[config.mk]
export PLATFORM = sky130hd
export DESIGN_NAME = pipe_ctrl
export DESIGN_NICKNAME = d
export VERILOG_FILES = /design/src/rtl/pipe_pkg.sv /design/src/rtl/pipe_hazard_unit.sv /design/src/rtl/pipe_ctrl.sv
export SDC_FILE = /design/constraint.sdc
export NUM_CORES = 1
export LEC_CHECK = 0
export CAP_MARGIN = 10
export CORE_MARGIN = 3
export CORE_UTILIZATION = 40
export CTS_CLUSTER_SIZE = 40
export DETAILED_ROUTE_END_ITERATION = 8
export PLACE_DENSITY = 0.67
export SLEW_MARGIN = 20
export SYNTH_ARGS = -nofsm -noshare
export SYNTH_HDL_FRONTEND = slang
export SYNTH_SLANG_ARGS = --single-unit
[constraint.sdc]
create_clock -name clk -period 3.76 [get_ports clk]
set_input_delay 0.564 -clock clk [delete_from_list [all_inputs] [get_ports clk]]
set_output_delay 0.564 -clock clk [all_outputs]
set_load 0.01 [all_outputs]
[src/rtl/pipe_pkg.sv]
// pipe_pkg: shared types and helpers for the pipeline controller.
package pipe_pkg;
  localparam int REG_AW = 5;
  typedef logic [REG_AW-1:0] reg_idx_t;
  localparam reg_idx_t REG_ZERO = '0;
  typedef enum logic [1:0] {WB_MEM = 2'b00, WB_ALU = 2'b01, WB_PC4 = 2'b10} wb_src_e;
  typedef enum logic [1:0] {FWD_RF = 2'b00, FWD_MEM = 2'b01, FWD_WB = 2'b10} fwd_e;
  typedef struct packed {
    logic     valid;
    reg_idx_t rd;
    logic     we;
    wb_src_e  src;
  } ctrl_tok_t;
  typedef struct packed {
    ctrl_tok_t tok;
    reg_idx_t  rs1;
    reg_idx_t  rs2;
    logic      use1;
    logic      use2;
  } ex_tok_t;
  function automatic logic eff_wr(input ctrl_tok_t t);
    return t.valid & t.we & (t.rd != REG_ZERO);
  endfunction
  // PC4 results are only forwarded once they reach WB
  function automatic fwd_e fwd_sel(input logic use_rs, input reg_idx_t rs, input ctrl_tok_t mem, input ctrl_tok_t wb);
    return (use_rs & eff_wr(mem) & (mem.rd == rs) & (mem.src == WB_ALU)) ? FWD_MEM :
           (use_rs & eff_wr(wb) & (wb.rd == rs)) ? FWD_WB : FWD_RF;
  endfunction
endpackage

[src/rtl/pipe_hazard_unit.sv]
// pipe_hazard_unit: combinational load-use, redirect and forwarding decisions.
module pipe_hazard_unit
  import pipe_pkg::*;
(
  input  ex_tok_t   ex_i,
  input  ctrl_tok_t mem_i,
  input  ctrl_tok_t wb_i,
  input  logic      id_valid_i,
  input  reg_idx_t  id_rs1_i,
  input  reg_idx_t  id_rs2_i,
  input  logic      id_use_rs1_i,
  input  logic      id_use_rs2_i,
  input  logic      ex_redirect_i,
  output logic      redirect_o,
  output logic      stall_o,
  output fwd_e      fwd_a_o,
  output fwd_e      fwd_b_o
);
  logic hazard;
  assign redirect_o = ex_redirect_i & ex_i.tok.valid;
  assign hazard = eff_wr(ex_i.tok) & (ex_i.tok.src == WB_MEM) & id_valid_i &
                  ((id_use_rs1_i & (id_rs1_i == ex_i.tok.rd)) | (id_use_rs2_i & (id_rs2_i == ex_i.tok.rd)));
  assign stall_o = hazard & ~redirect_o;
  assign fwd_a_o = fwd_sel(ex_i.use1, ex_i.rs1, mem_i, wb_i);
  assign fwd_b_o = fwd_sel(ex_i.use2, ex_i.rs2, mem_i, wb_i);
endmodule

[src/rtl/pipe_ctrl.sv]
// pipe_ctrl: shadow control-token pipeline (EX/MEM/WB) with hazard, forwarding,
// write-back select generation and performance counters.
module pipe_ctrl
  import pipe_pkg::*;
#(
  parameter int CNT_W = 32,
  parameter int RF_AW = 5
) (
  input  logic             clk,
  input  logic             rst,
  input  logic             id_valid_i,
  input  logic [RF_AW-1:0] id_rs1_i,
  input  logic [RF_AW-1:0] id_rs2_i,
  input  logic             id_use_rs1_i,
  input  logic             id_use_rs2_i,
  input  logic [RF_AW-1:0] id_rd_i,
  input  logic             id_we_i,
  input  logic [1:0]       id_wb_src_i,
  input  logic             ex_redirect_i,
  output logic             stall_o,
  output logic             flush_o,
  output logic [1:0]       fwd_a_o,
  output logic [1:0]       fwd_b_o,
  output logic             wb_sel1_o,
  output logic             wb_sel2_o,
  output logic             pc_sel_o,
  output logic             rf_we_o,
  output logic [RF_AW-1:0] rf_rd_o,
  output logic [CNT_W-1:0] instret_o,
  output logic [CNT_W-1:0] stall_cnt_o
);
  ex_tok_t ex_q, ex_d;
  ctrl_tok_t mem_q, wb_q;
  logic [CNT_W-1:0] instret_q, stall_cnt_q;
  logic redirect, stall;
  fwd_e fwd_a, fwd_b;
  pipe_hazard_unit u_hazard (
    .ex_i         (ex_q),
    .mem_i        (mem_q),
    .wb_i         (wb_q),
    .id_valid_i   (id_valid_i),
    .id_rs1_i     (id_rs1_i),
    .id_rs2_i     (id_rs2_i),
    .id_use_rs1_i (id_use_rs1_i),
    .id_use_rs2_i (id_use_rs2_i),
    .ex_redirect_i(ex_redirect_i),
    .redirect_o   (redirect),
    .stall_o      (stall),
    .fwd_a_o      (fwd_a),
    .fwd_b_o      (fwd_b)
  );
  // a squashed or stalled ID slot enters EX as an all-zero bubble
  assign ex_d = (redirect | stall) ? '0 : ex_tok_t'{
    tok: ctrl_tok_t'{valid: id_valid_i, rd: id_rd_i, we: id_we_i, src: wb_src_e'(id_wb_src_i)},
    rs1: id_rs1_i, rs2: id_rs2_i, use1: id_use_rs1_i, use2: id_use_rs2_i};
  always_ff @(posedge clk) begin
    if (rst) begin
      ex_q        <= '0;
      mem_q       <= '0;
      wb_q        <= '0;
      instret_q   <= '0;
      stall_cnt_q <= '0;
    end else begin
      ex_q        <= ex_d;
      mem_q       <= ex_q.tok;
      wb_q        <= mem_q;
      instret_q   <= instret_q + CNT_W'(wb_q.valid);
      stall_cnt_q <= stall_cnt_q + CNT_W'(stall);
    end
  end
  assign stall_o     = stall;
  assign flush_o     = redirect;
  assign pc_sel_o    = ~redirect;
  assign fwd_a_o     = fwd_a;
  assign fwd_b_o     = fwd_b;
  assign wb_sel1_o   = ~wb_q.valid | (wb_q.src == WB_ALU);
  assign wb_sel2_o   = ~wb_q.valid | (wb_q.src != WB_PC4);
  assign rf_we_o     = eff_wr(wb_q);
  assign rf_rd_o     = wb_q.valid ? wb_q.rd : REG_ZERO;
  assign instret_o   = instret_q;
  assign stall_cnt_o = stall_cnt_q;
endmodule

Word level (Yosys, flattened, before mapping)
Cells that the tools add are included.

Bits of input ports: 24. Output and inout bits: 79. Bits in registers: 103.

Add/sub/neg operators: 2. Reduce and logical (&&, ||, !) cells: 5. Muxes and demuxes: 5. Bitwise gates (word level): 29. Equality and inequality tests: 9.

Operators by type and width (number): 32-bit by 1-bit adder with 32-bit output (2); 5-bit equality test (6); 1-bit bitwise AND (23); 5-bit nonzero test (3); 2-bit two-way mux (4); 5-bit two-way mux (1); 2-bit by 1-bit equality test with 1-bit output, second input constant (2); 1-bit OR (4); 2-bit zero test (1); 2-bit inequality test, second input constant (1); 1-bit NOT (2); 2-bit OR reduction (1).

Longest topological paths before layout
Depth after elaboration: 8. Mapped depth: 12. Depth with buffers taken out: 10.

Cells and area by module
Synthesis repeated with hierarchy kept, for this count alone.

Cell total of the unflattened synthesis: 506. Area, all modules: 4593.2 µm².

Modules (own cells, without submodules): pipe_ctrl (area each 4155.2 µm², cells each 448, times used 1, seq. area each 2062.0 µm²); pipe_hazard_unit (area each 437.9 µm², cells each 58, times used 1, seq. area each 0.0 µm²).

Least setup slack after synthesis
No wires, ideal clock.

Path type: in2reg. From: input port id_rs1_i[2]. To: register stall_cnt_q[14] (netlist: stall_cnt_o[14]). Library setup time: 70 ps. Stages on the path: 12. Slack: 729 ps. Path buffers: 2. Arrival: 2960 ps. Cells stage by stage: xnor2_1 > nand4_1 > o22ai_1 > and3_1 > ha_1 > ha_1 > nand2_1 > or4_1 > clkbuf_1 > buf_2 > or3_1 > a21oi_1.

Word-level cells in the longest chain between the ends: 6.

RTL lines: from (decl) (RTL line pipe_ctrl.sv:12) `input logic [RF_AW-1:0] id_rs1_i,`; 5-bit equality test (RTL line pipe_hazard_unit.sv:22) `((id_use_rs1_i & (id_rs1_i == ex_i.tok.rd)) | (id_use_rs2_i & (id_rs2_i == ex_i.tok.rd)));`; 1-bit bitwise AND (RTL line pipe_hazard_unit.sv:22); 1-bit OR (RTL line pipe_hazard_unit.sv:22); 1-bit bitwise AND (RTL line pipe_hazard_unit.sv:21) `assign hazard = eff_wr(ex_i.tok) & (ex_i.tok.src == WB_MEM) & id_valid_i &`; 1-bit bitwise AND (RTL line pipe_hazard_unit.sv:23) `assign stall_o = hazard & ~redirect_o;`; via stall_o (RTL line pipe_ctrl.sv:20) `output logic stall_o,`; 32-bit by 1-bit adder with 32-bit output (RTL line pipe_ctrl.sv:68) `stall_cnt_q <= stall_cnt_q + CNT_W'(stall);`; to (signal assigned) (RTL line pipe_ctrl.sv:68); to (decl) (RTL line pipe_ctrl.sv:34) `logic [CNT_W-1:0] instret_q, stall_cnt_q;`.

The timed path passes the listed nets, and every way through them passes these cells. A chain may end at the register's enable or synchronous reset.

Final worst setup path
From: input port id_rs1_i[4]. To: register stall_cnt_q[30] (netlist: stall_cnt_o[30]).

Word-level cells in the longest chain between the ends: 6.

RTL lines (RTL line): 5-bit equality test (pipe_hazard_unit.sv:22); 1-bit bitwise AND (pipe_hazard_unit.sv:22); 1-bit OR (pipe_hazard_unit.sv:22); 1-bit bitwise AND (pipe_hazard_unit.sv:21); 1-bit bitwise AND (pipe_hazard_unit.sv:23); 32-bit by 1-bit adder with 32-bit output (pipe_ctrl.sv:68).

No other way between the ends.

==> results.txt <==
----------------------------------------------------
[Clocking]
  CTS Hold Bufs ... 0
  Clock-pin slew reported for the worst setup and hold paths after clock tree synthesis ... approximately 0.070 ns
  TritonCTS clock tree ... done
  Clock latency reported for the late side of the worst-skew pair ... approximately 0.35 ns
  Clock root buffer ... clkbuf_16
  Number of buffers inserted to repair setup after CTS ... 0
  Count of clock tree sinks ... slightly above 100
  Deepest clock path buffer count ... 2
  Clock buffers created by TritonCTS ... 9
  Post-CTS resize count ... 0
  H-tree level count ... 3

[Route]
  Vias ... about 4k
  DR vias/cell ... around 5.5
  Number of DRC violations after detailed routing ... 0
  Wire length reported by the detailed router ... about 11 mm
  Drt wl/cell ... 14.8 um
  DRC marker count from the first detailed-route iteration ... 230
  Antenna-violating nets left ... 0
  Initial DRT Pass Iterations ... 4

[Timing]
  Final critical-path share of the clock period ... 90.7%
  Final setup violation count ... 0
  Max-slew violation total from the final report ... 0
  Setup WS post-layout ... roughly 0.35 ns
  Final Critical Period ... approximately 3.4 ns
  Smallest hold slack ... approximately 0.47 ns
  Upper clock frequency limit ... around 290 MHz
  Total negative slack for setup checks ... 0 ns
  Clock skew after layout ... between 0.01 and 0.015 ns
  Slew at the pin with the worst max-slew slack ... roughly 0.64 ns
  RSZ-0062 raised after global routing ... no
  Worst slew margin relative to its limit ... between 50 and 60%
  Hold Violations, Final ... 0

[Power and ir drop]
  Share of total power in sequential cells ... a little over half
  Switching power of the nets ... around 0.51 mW
  Peak ir drop on the vdd network ... ~230 uV
  Leakage power figure ... between 2 and 2.5 nW
  Design Power ... 2.15 mW
  Switch share ... a little under a quarter
  Part of the total power dissipated in the clock network ... between 40% and 50%
  Internal portion of total power ... 1.64 mW
  Share of power burned in combinational logic ... 5.3%
  Power per cell area ... around 360 nW/um^2

[Cells and area]
  Fraction of layout instances using a drive strength above 1 ... under 10%
  FILL cells ... ~1.0k
  NumNets Final ... 636
  Most used cells in the layout excluding fill and tap cells ... dfxtp_1, clkdlybuf4s50_1, a21oi_1
  Sequential cell area ... 2060 um^2
  Antenna cell count ... 0
  Layout area overhead ... 29.9%
  Area occupied by multi-input gates ... 2380 um^2
  End-of-flow core utilization ... 54.5%
  Leading cell type in the layout, fill and taps excluded ... dfxtp_1

[Place]
  Number of buffers inserted by port buffering ... between 100 and 150
  Post-place setup slack ... around 0.0026 ns
  Global placement routability congestion ... slightly below 0.9
  Half-perimeter wire length of the detailed placement result ... ~7.8 mm

[Critical path]
  Critical path data required time ... between 4 and 5 ns
  Worst-case reg-to-reg path depth ... 11
  Slowest stage cell, crit path ... clkdlybuf4s50_1
  Register-to-Register Setup Slack ... 0.66 ns
  Element type at the critical path start ... input port
  Delay of the slowest critical-path stage ... roughly 0.53 ns
  Worst r2r src ... ex_q[15]
  Crit path DAT ... 3.68 ns
  Max Fanout on Critical Path ... 18
  End of the worst register-to-register path ... stall_cnt_o[30]
  Stages on the worst setup path ... 12
  Kind of critical path ... input port to register
  Gate family responsible for the most delay along the worst path ... simple AND/OR/NAND/NOR gates
  Worst setup EP type ... register
  Count of buffer and inverter cells on the critical path ... 2
  Cells traversed along the worst timing path ... clkdlybuf4s50_1 > xnor2_1 > nand4_1 > o22ai_1 > and3_1 > ha_1 > ha_1 > nand2_1 > or4_1 > buf_4 > or4_1 > a21oi_1

[Floorplan]
  Count of boundary I/O pins ... about 100
  X dimension of the die ... 114 um
  Die ar. ... approximately 13,000 um^2
  Placeable core area ... 11,100 um^2
  Cell Rows ... 38
  Vertical die dimension ... ~110 um
  Initial Util ... between 40% and 50%

[Global routing]
  Overall track demand over capacity in global routing ... between 10% and 20%
  Aggregate global routing overflow ... 0
  Maximum number of pins on one net before global-route repair ... 40
  First-pass GRT wire length ... ~18 mm
  Vias in the first global route ... around 4k
  Number of antenna violations at the first check in global routing ... 0

[Yosys]
  Number of warnings reported in the yosys synthesis log ... 0
  Synth Area per Inst ... between 9 and 10 um^2
  Synth unique cells ... 37
  Count of mapped cells out of synthesis ... roughly 520
  Syn Std Cell Area ... ~4700 um^2
  Total nets after synthesis ... 544
  Post-synthesis register bit count ... slightly above 100
  Portion of the post-synthesis area used by sequential elements ... 44.3%

[Min path]
  Worst Hold Launch ... mem_q[8]
  Hold worst-path end ... wb_q[8]
  Min-Delay Path Depth ... 1
  Worst hold path class ... register to register

[Status]
  Status ... complete, no violations

[Flow run]
  Count of maximum capacitance violations ... 0

----------------------------------------------------
[metrics by stage]
| step | cell area [um^2] | cells |
|---|---|---|
| after detailed placement | 5750 | 737 |
| after CTS | 6040 | 753 |
| after global placement | 5750 | 737 |
| after floorplan | 4650 | 516 |
| after global routing | 6040 | 753 |
| final | 6040 | 753 |
[metal layers]
layer	vias up	track usage, %	share of wire [%]
met1	1944	20.6	45
met5	-	0	0
met3	19	4.83	5.2
met4	0	6.81	1.6
met2	106	28.7	49
li1	2035	-	-
[area by class of cell]
type	count	share of cell area [%]
Multi-Input combinational cell	369	39.3
Sequential cell	103	34.1
Timing Repair Buffer	111	17.9
Clock buffer	10	3.79
Tap cell	140	2.90
Clock inverter	6	1.04
Inverter	14	0.870
[power by group through the flow]
stage	registers (mW)	logic [mW]	clock network, mW
4_1_cts	1.13	0.115	0.941
6_report	1.13	0.115	0.906
5_1_grt	1.13	0.126	0.977
3_5_place_dp	1.16	0.114	0
2_1_floorplan	1.15	0.0720	0
3_3_place_gp	1.15	0.112	0
[worst max-delay path by stage]
stage                     start               to  slack (ns)
detailed placement  id_rs1_i[4]  stall_cnt_o[22]       0.003
CTS                 id_rs1_i[4]  stall_cnt_o[22]        0.36
floorplan           id_rs1_i[2]  stall_cnt_o[14]        0.73
global route        id_rs1_i[4]  stall_cnt_o[22]        0.20
finish              id_rs1_i[4]  stall_cnt_o[30]        0.35
global placement    id_rs1_i[4]  stall_cnt_o[22]        0.16
[sequential cells by signal (all words and copies together), names as in the netlist]
register,cells
ex_q,21
mem_q,9
wb_q,9
instret_o,32
stall_cnt_o,32
[cells in the mapped netlist (all sizes together)]
library cell,n,area [um^2]
and4,6,52.6
inv,14,52.6
mux2,3,33.8
buf,7,53.8
or3,13,82.6
xnor2,33,289
and2,6,37.5
and3,3,18.8
dfxtp,103,2060
nor4,6,43.8
nor3,8,40.0
or2,2,12.5
nand4,19,140
nor2b,25,156
nand2,23,86.3
xor2,18,158
o21ai,13,65.1
o31ai,25,188
ha,4,50.1
and4b,1,10.0
or4,31,236
o22ai,1,6.26
o311a,1,10.0
nand3,20,100
nor3b,1,7.51
clkbuf,23,106
nor2,28,105
a21oi,58,290
nand3b,21,158
[kinds of logic after synthesis]
family | synth area share (%)
AOI/OAI and AO/OA | 12.0
xor gates and xnor gates | 9.60
adders and majority gates | 1.08
buffers and inverters | 4.57
DFF | 44.3
muxes | 0.726
and+or+nand+nor | 27.7
No activity file was read; power rests on OpenSTA's default activity.
